`src/rtl/fir_sample_feeder_if.sv`:
```
// rtl/fir_sample_feeder_if.sv - source handshake and filter drive signals of the FIR sample feeder
interface fir_sample_feeder_if #(
    parameter int DEPTH = 16
);
    logic signed [7:0]       s_data;
    logic                    s_valid;
    logic                    s_ready;
    logic signed [7:0]       fir_sig;
    logic                    fir_ready;
    logic                    sample_tick;
    logic                    underrun;
    logic [$clog2(DEPTH):0]  level;

    modport master (
        output s_data, s_valid,
        input  s_ready, fir_sig, fir_ready, sample_tick, underrun, level
    );

    modport slave (
        input  s_data, s_valid,
        output s_ready, fir_sig, fir_ready, sample_tick, underrun, level
    );
endinterface

```
`src/rtl/fir_sample_feeder.sv`:
```
// rtl/fir_sample_feeder.sv - FIFO-buffered sample feeder for the 8-bit FIR filter (option: HOLD_LAST_EN)
module fir_sample_feeder #(
    parameter int FRAME_LEN    = 20,
    parameter int DEPTH        = 16,
    parameter int FLUSH_CYCLES = 80
) (
    input  logic              clk,
    input  logic              rst,
    fir_sample_feeder_if.slave bus
);
    localparam int AW  = $clog2(DEPTH);
    localparam int LW  = AW + 1;
    localparam int FCW = $clog2(FRAME_LEN);
    localparam int FLW = $clog2(FLUSH_CYCLES);

    localparam logic [0:0] ST_FLUSH = 1'b0;
    localparam logic [0:0] ST_RUN   = 1'b1;

    logic [0:0]        state;
    logic [FLW-1:0]    flush_cnt;
    logic [FCW-1:0]    frame_cnt;
    logic [AW-1:0]     wr_ptr;
    logic [AW-1:0]     rd_ptr;
    logic [LW-1:0]     level;
    logic signed [7:0] fir_sig;
    logic signed [7:0] mem [DEPTH];

    logic load;
    logic empty;
    logic full;
    logic push;
    logic pop;

    assign load  = (state == ST_RUN) && (frame_cnt == FCW'(FRAME_LEN - 1));
    assign empty = (level == '0);
    assign full  = (level == LW'(DEPTH));
    // s_ready is forced low while rst is high, not just after the first edge
    assign push  = bus.s_valid && !full && !rst;
    assign pop   = load && !empty;

    always_ff @(posedge clk or posedge rst) begin
        if (rst) begin
            state     <= ST_FLUSH;
            flush_cnt <= '0;
            frame_cnt <= '0;
            wr_ptr    <= '0;
            rd_ptr    <= '0;
            level     <= '0;
            fir_sig   <= '0;
        end else begin
            case (state)
                ST_FLUSH: begin
                    if (flush_cnt == FLW'(FLUSH_CYCLES - 1)) begin
                        state <= ST_RUN;
                    end else begin
                        flush_cnt <= flush_cnt + FLW'(1);
                    end
                end
                default: begin
                    frame_cnt <= load ? '0 : frame_cnt + FCW'(1);
                end
            endcase

            if (push) begin
                wr_ptr <= wr_ptr + AW'(1);
            end
            if (pop) begin
                rd_ptr <= rd_ptr + AW'(1);
            end
            case ({push, pop})
                2'b10:   level <= level + LW'(1);
                2'b01:   level <= level - LW'(1);
                default: level <= level;
            endcase

            if (load) begin
                if (!empty) begin
                    fir_sig <= mem[rd_ptr];
                end else begin
`ifdef HOLD_LAST_EN
                    fir_sig <= fir_sig;
`else
                    fir_sig <= '0;
`endif
                end
            end
        end
    end

    // Storage is not reset; pointers and level define what is valid
    always_ff @(posedge clk) begin
        if (push) begin
            mem[wr_ptr] <= bus.s_data;
        end
    end

    assign bus.s_ready     = !full && !rst;
    assign bus.fir_sig     = fir_sig;
    assign bus.fir_ready   = (state == ST_RUN);
    assign bus.sample_tick = load;
    assign bus.underrun    = load && empty;
    assign bus.level       = level;
endmodule

```
`src/flat_wrapper.sv`:
```
// flat-port wrapper written by rule: the top's interface ports become plain ports
module fir_sample_feeder_flat 
#(
    parameter int FRAME_LEN    = 20,
    parameter int DEPTH        = 16,
    parameter int FLUSH_CYCLES = 80
)
  (clk, rst, bus_s_data, bus_s_valid, bus_s_ready, bus_fir_sig, bus_fir_ready, bus_sample_tick, bus_underrun, bus_level);
  fir_sample_feeder_if #(.DEPTH(DEPTH)) bus_i ();
  input  logic clk;
  input  logic rst;
  input wire logic [$bits(bus_i.s_data)-1:0] bus_s_data;
  input wire logic [$bits(bus_i.s_valid)-1:0] bus_s_valid;
  output wire logic [$bits(bus_i.s_ready)-1:0] bus_s_ready;
  output wire logic [$bits(bus_i.fir_sig)-1:0] bus_fir_sig;
  output wire logic [$bits(bus_i.fir_ready)-1:0] bus_fir_ready;
  output wire logic [$bits(bus_i.sample_tick)-1:0] bus_sample_tick;
  output wire logic [$bits(bus_i.underrun)-1:0] bus_underrun;
  output wire logic [$bits(bus_i.level)-1:0] bus_level;
  assign bus_i.s_data = bus_s_data;
  assign bus_i.s_valid = bus_s_valid;
  assign bus_s_ready = bus_i.s_ready;
  assign bus_fir_sig = bus_i.fir_sig;
  assign bus_fir_ready = bus_i.fir_ready;
  assign bus_sample_tick = bus_i.sample_tick;
  assign bus_underrun = bus_i.underrun;
  assign bus_level = bus_i.level;
  fir_sample_feeder #(.FRAME_LEN(FRAME_LEN), .DEPTH(DEPTH), .FLUSH_CYCLES(FLUSH_CYCLES)) u_core (.clk(clk), .rst(rst), .bus(bus_i));
endmodule
```
`config.mk`:
```
export PLATFORM = sky130hd
export DESIGN_NAME = fir_sample_feeder_flat
export DESIGN_NICKNAME = d
export VERILOG_FILES = /design/src/rtl/fir_sample_feeder_if.sv /design/src/rtl/fir_sample_feeder.sv /design/src/flat_wrapper.sv
export SDC_FILE = /design/constraint.sdc
export NUM_CORES = 1
export LEC_CHECK = 0
export CAP_MARGIN = 20
export CORE_ASPECT_RATIO = 2
export CORE_UTILIZATION = 28
export CTS_CLUSTER_DIAMETER = 30
export DETAILED_ROUTE_END_ITERATION = 10
export PLACE_DENSITY = 0.51
export REMOVE_ABC_BUFFERS = 1
export SYNTH_ARGS = -nofsm -noshare
export SYNTH_HDL_FRONTEND = slang
export SYNTH_SLANG_ARGS = --single-unit
```
`constraint.sdc`:
```
create_clock -name clk -period 3.4 [get_ports clk]
set_clock_uncertainty 0.1 [all_clocks]
set_input_delay 0.68 -clock clk [delete_from_list [all_inputs] [get_ports clk]]
set_output_delay 0.68 -clock clk [all_outputs]
set_load 0.01 [all_outputs]
```
==> results of run 1 <==
==> layer usage <==
layer  global-route usage  vias to the layer above  wire length [um]
li1                     -                     1527                 -
met1                0.124                     1759              4990
met2                0.240                       52              8130
met3               0.0242                       22               302
met4               0.0607                        0               375
met5                    0                        -                 0
==> through the flow <==
stage          setup WS, ns  cells
6_report              0.140    710
5_1_grt              0.0173    710
4_1_cts              0.0779    710
3_5_place_dp          0.292    678
3_3_place_gp          0.375    678
2_1_floorplan         0.133    353
==> power by group through the flow <==
stage / clock network (uW) / logic [uW] / registers (uW)
global placement: 0 / 40.0 / 2180
global route: 2010 / 47.6 / 2140
detailed placement: 0 / 43.3 / 2180
CTS: 1940 / 43.1 / 2140
floorplan: 0 / 6.22 / 2180
finish: 1900 / 41.0 / 2140
==> final cells by class <==
type | instances | share of cell area
clock inverters | 13 | 0.0181
multi-input cells | 178 | 0.232
inverters | 13 | 0.00619
repair buffers | 42 | 0.0485
flip-flops and latches | 162 | 0.595
well taps | 283 | 0.0449
clock buffers | 19 | 0.0549
==> kinds of logic after synthesis <==
| logic type | after synthesis | synth area share |
|---|---|---|
| fa+ha+maj | 11 | 0.0207 |
| simple gates | 64 | 0.0562 |
| xor+xnor | 18 | 0.0237 |
| flops | 162 | 0.706 |
| compound gates | 33 | 0.0386 |
| mux | 52 | 0.136 |
| buf+inv | 30 | 0.0188 |
==> state kept, by name, summed over array words and instances, names as in the netlist <==
register / count
u_core.mem: 128
u_core.bus.fir_ready: 1
u_core.bus.fir_sig: 8
u_core.bus.level: 5
u_core.rd_ptr: 4
u_core.flush_cnt: 7
u_core.frame_cnt: 5
u_core.wr_ptr: 4
==> synth_stat cells (8+ instances only) <==
cell type	count
nand2_1	16
dfrtp_1	34
o21ai_0	8
clkbuf_1	8
edfxtp_1	128
mux2_2	8
mux4_2	30
inv_1	12
mux2i_1	14
and2_1	8
ha_1	11
xnor2_1	12
==> how the worst max path moves through the flow <==
stage,from,to,slack (ns),cells after the start
2_1_floorplan,rst,u_core.bus.level[4],0.13,10
3_3_place_gp,rst,u_core.bus.level[4],0.37,11
3_5_place_dp,rst,u_core.bus.level[4],0.29,11
4_1_cts,u_core.frame_cnt[0],bus_underrun,0.08,5
5_1_grt,u_core.frame_cnt[0],bus_underrun,0.02,5
6_report,u_core.frame_cnt[0],bus_underrun,0.14,5
==> impl_metrics.json, run 1 <==
{
  "worst_slew_pin_slew_ns": 0.583,
  "drc": 2,
  "crit_slowest_cell": "or3_2",
  "insertion_delay_ns": 0.42,
  "crit_fanout": 11,
  "leakage_uw": 0.00271,
  "post-route-util": 0.338,
  "start_kind": "register",
  "post-dp-hpwl_um": 9700,
  "postSynthAreaPerCell_um2": 18.0,
  "violations": "DRC",
  "postPlaceCellArea_um2": 7310,
  "gp_congestion": 0.708,
  "cts.sinks": 162,
  "holdPathStages": 1,
  "drive_above_1_share": 0.213,
  "relSlewSlack": 0.609,
  "cpPeakStageDelay_ns": 0.63,
  "viasPerCell": 4.73,
  "seq_power_share": 0.525,
  "reg2reg_from": "u_core.bus.level[1]",
  "worstReg2RegEnd": "u_core.bus.level[4]",
  "status": "finished, violations left",
  "setup_viol": 0,
  "cts_root_buffer": "clkbuf_16",
  "final_cell_area_um2": 7890,
  "layout_commonest_cell": "edfxtp_1",
  "yosys.cell_types.count": 50,
  "postSynthCellCount": 370,
  "multi_input_area_um2": 1830,
  "rsz0062_at_grt": "false",
  "htree_levels": 4,
  "p_int_uw": 3290,
  "period_needed_ns": 3.26,
  "synth.top_cell.area_share": 0.578,
  "synthTopCellsByArea": "edfxtp_1 (58%), dfrtp_1 (13%), mux4_2 (10%), mux2i_1 (2.1%), ha_1 (2.1%)",
  "min_to": "u_core.flush_cnt[6]",
  "cts_buffers": 17,
  "synthFlopType": "edfxtp_1",
  "antenna_found_initial": 0,
  "max_freq_mhz": 307,
  "ir_worst_vdd_mv": 0.361,
  "final_cell_mix": "edfxtp_1 (128), dfrtp_1 (33), mux4_2 (30), clkdlybuf4s50_1 (27), clkbuf_16 (17)",
  "yosysSeqAreaShare": 0.706,
  "routed_wl_um": 13800,
  "num_io_pins": 28,
  "synth-seq-cells": 162,
  "max_cap_viol_count": 0,
  "cts_repair_resize_count": 0,
  "power_frac_comb": 0.010,
  "worst-endpoint-required_ns": 2.62,
  "endpoint_kind": "output pin",
  "min_path_type": "reg2reg",
  "cts_hold_buf": 0,
  "cts_setup_buffers": 0,
  "yosys.area.top_type": "edfxtp_1",
  "critPathKind": "reg2out",
  "p_switching_uw": 788,
  "grt_start_max_net_pins": 35,
  "p_clk_frac": 0.465,
  "async_flop_share": 0.210,
  "slew_viol_final": 0,
  "first_global_vias": 3657,
  "finalHoldViolations": 0,
  "ant_nets": 0,
  "overflow": 0,
  "chipHeight_um": 220,
  "dieArea_um2": 24400,
  "core_area_um2": 23300,
  "power_density_nw_per_um2": 517,
  "clk_pin_slew_ns": 0.06,
  "area_growth_pct": 18.6,
  "drtPass1Iterations": 7,
  "post-route-period-util": 0.959,
  "path_cells": "ha_1, nand2_4, or3_2, nor3_1, clkdlybuf4s50_1",
  "drtIter0Drc": 114,
  "total_power_uw": 4080,
  "cts_tree": "yes",
  "hold_ws_ns": 0.384,
  "wl_per_cell_um": 19.4,
  "cp_top_family": "simple AND/OR/NAND/NOR gates",
  "crit_arrival_ns": 2.48,
  "die_w_um": 111,
  "io_buffers": 27,
  "rows": 79,
  "finalNetCount": 436,
  "timing.reg2reg.setup_slack_ns": 0.36,
  "num_vias": 3360,
  "swShare": 0.193,
  "yosysWarnings": 0,
  "filler_cell_count": 2219,
  "grt_first_pass_wirelength_um": 21800,
  "worst-path-buf-inv": 1,
  "track_usage": 0.123,
  "start_util": 0.285,
  "min_from": "u_core.flush_cnt[6]",
  "tns_ns": 0,
  "cts_buffer_depth": 2,
  "netlist_area_um2": 6650,
  "antennaDiodeCount": 0,
  "rr_worst_depth": 10,
  "synth-edff-count": 128,
  "layout.area.seq_um2": 4700
}
Note: power is estimated with default switching activity, not from simulation.
==> inputs of run 2 (changes only) <==
==> constraint.sdc (replaced) <==
create_clock -name clk -period 3.5 [get_ports clk]
set_clock_uncertainty 0.1 [all_clocks]
set_input_delay 0.7 -clock clk [delete_from_list [all_inputs] [get_ports clk]]
set_output_delay 0.7 -clock clk [all_outputs]
set_load 0.01 [all_outputs]
==> impl_metrics.json, run 2 (synthesis gave the netlist of run 1 again) <==
{
  "top_register": "u_core.mem",
  "insertion_delay_ns": 0.42,
  "min_from": "u_core.flush_cnt[6]",
  "min_path_type": "reg2reg",
  "final_cell_mix": "edfxtp_1 (128), dfrtp_1 (33), mux4_2 (30), clkdlybuf4s50_1 (27), clkbuf_16 (17)",
  "power_density_nw_per_um2": 512,
  "setup_slack_ns": 0.187,
  "first_global_vias": 3673,
  "violations": "DRC",
  "min_to": "u_core.flush_cnt[6]",
  "cts_hold_buf": 0,
  "largest_reg_flops": 128,
  "cts_repair_resize_count": 0,
  "start_kind": "register",
  "io_buffers": 27,
  "finalHoldViolations": 0,
  "start_util": 0.285,
  "post-route-period-util": 0.947,
  "antenna_found_initial": 0,
  "leakage_uw": 0.00272,
  "drtPass1Iterations": 7,
  "num_io_pins": 28,
  "pre_cts_ws_ns": 0.406,
  "setup_viol": 0,
  "ir_worst_vdd_mv": 0.304,
  "cts_setup_buffers": 0,
  "relSlewSlack": 0.514,
  "timing.reg2reg.setup_slack_ns": 0.44,
  "worstReg2RegEnd": "u_core.bus.level[4]",
  "htree_levels": 4,
  "grt_first_pass_wirelength_um": 21400,
  "layout_commonest_cell": "edfxtp_1",
  "max_cap_viol_count": 0,
  "status": "finished, violations left",
  "max_freq_mhz": 302,
  "rows": 79,
  "rsz0062_at_grt": "false",
  "slew_viol_final": 0,
  "worst-endpoint-required_ns": 2.70,
  "die_w_um": 111,
  "cts_tree": "yes",
  "num_vias": 3283,
  "reg2reg_from": "u_core.bus.level[1]",
  "routed_wl_um": 13700,
  "viasPerCell": 4.64,
  "wl_per_cell_um": 19.3,
  "grt_start_max_net_pins": 35,
  "chipHeight_um": 220,
  "top_regs": "u_core.mem: 128 flops, u_core.bus.fir_sig: 8 flops, u_core.flush_cnt: 7 flops",
  "overflow": 0,
  "clk_pin_slew_ns": 0.06,
  "crit_fanout": 11,
  "period_needed_ns": 3.31,
  "drive_above_1_share": 0.226,
  "holdPathStages": 1,
  "dieArea_um2": 24400,
  "worst_slew_pin_slew_ns": 0.728,
  "drtIter0Drc": 197,
  "rr_worst_depth": 9,
  "critPathKind": "reg2out",
  "antennaDiodeCount": 0,
  "cts_root_buffer": "clkbuf_16",
  "post-dp-hpwl_um": 9620,
  "track_usage": 0.121,
  "endpoint_kind": "output pin",
  "gp_congestion": 0.691,
  "ant_nets": 0,
  "core_area_um2": 23300,
  "cts_buffer_depth": 2,
  "finalNetCount": 434,
  "tns_ns": 0,
  "cts.sinks": 162,
  "drc": 2,
  "cts_buffers": 17,
  "crit_arrival_ns": 2.51,
  "area_growth_pct": 19.0
}
## run 2: stage by stage
stage	total power [uW]	utilization	instance area (um2)	instances	hold slack, ns
after floorplan	2130	-	6580	353	0.345
after global placement	2160	0.313	7300	676	0.371
after detailed placement	2160	0.313	7300	676	0.372
after CTS	4100	0.339	7910	708	0.383
after global routing	4180	0.339	7910	708	0.398
final	4050	0.339	7910	708	0.381
## run 2: how the worst max path moves through the flow
stage / from / to / slack [ns] / depth (start not counted)
3_3_place_gp: rst / u_core.bus.level[4] / 0.46 / 11
6_report: u_core.frame_cnt[0] / bus_underrun / 0.19 / 5
4_1_cts: u_core.frame_cnt[0] / bus_underrun / 0.12 / 5
3_5_place_dp: rst / u_core.bus.level[4] / 0.41 / 11
5_1_grt: u_core.frame_cnt[0] / bus_underrun / 0.05 / 5
2_1_floorplan: rst / u_core.bus.level[4] / 0.21 / 10
## run 2: cell type report
type	instances	area [um2]
multi-input combinational	178	1830
clock inverter	14	176
timing repair buffer	40	368
clock buffer	18	439
fill	2186	15400
inverter	13	48.8
tap	283	354
sequential	162	4700
## run 2: critical path: stages (launching register included)
cell and delay [ns]:
dfrtp_1 0.38, ha_1 0.21, nand2_4 0.09, or3_2 0.63, nor3_1 0.20, clkdlybuf4s50_1 0.58
## run 2: where the power goes
part | internal [uW] | leakage, uW | switching [uW]
clock | 1150 | 0.000298 | 779
sequential | 2080 | 0.00159 | 0
combinational | 10.6 | 0.000833 | 29.6
total | 3240 | 0.00272 | 808
## run 2: layer usage
| layer | global-route usage | routed length, um | vias to the layer above |
|---|---|---|---|
| li1 | - | - | 1528 |
| met1 | 0.116 | 4970 | 1692 |
| met2 | 0.239 | 8080 | 44 |
| met3 | 0.0264 | 259 | 19 |
| met4 | 0.0566 | 348 | 0 |
| met5 | 0 | 0 | - |
==> inputs of run 3 (changes only) <==
--- a/config.mk
+++ b/config.mk
@@ -5,7 +5,7 @@
 export SDC_FILE = /design/constraint.sdc
 export NUM_CORES = 1
 export LEC_CHECK = 0
-export CAP_MARGIN = 20
+export CAP_MARGIN = 0
 export CORE_ASPECT_RATIO = 2
 export CORE_UTILIZATION = 28
 export CTS_CLUSTER_DIAMETER = 30
==> results of run 3 <==
The final DEF is identical to that of run 2; final timing and power are the same.
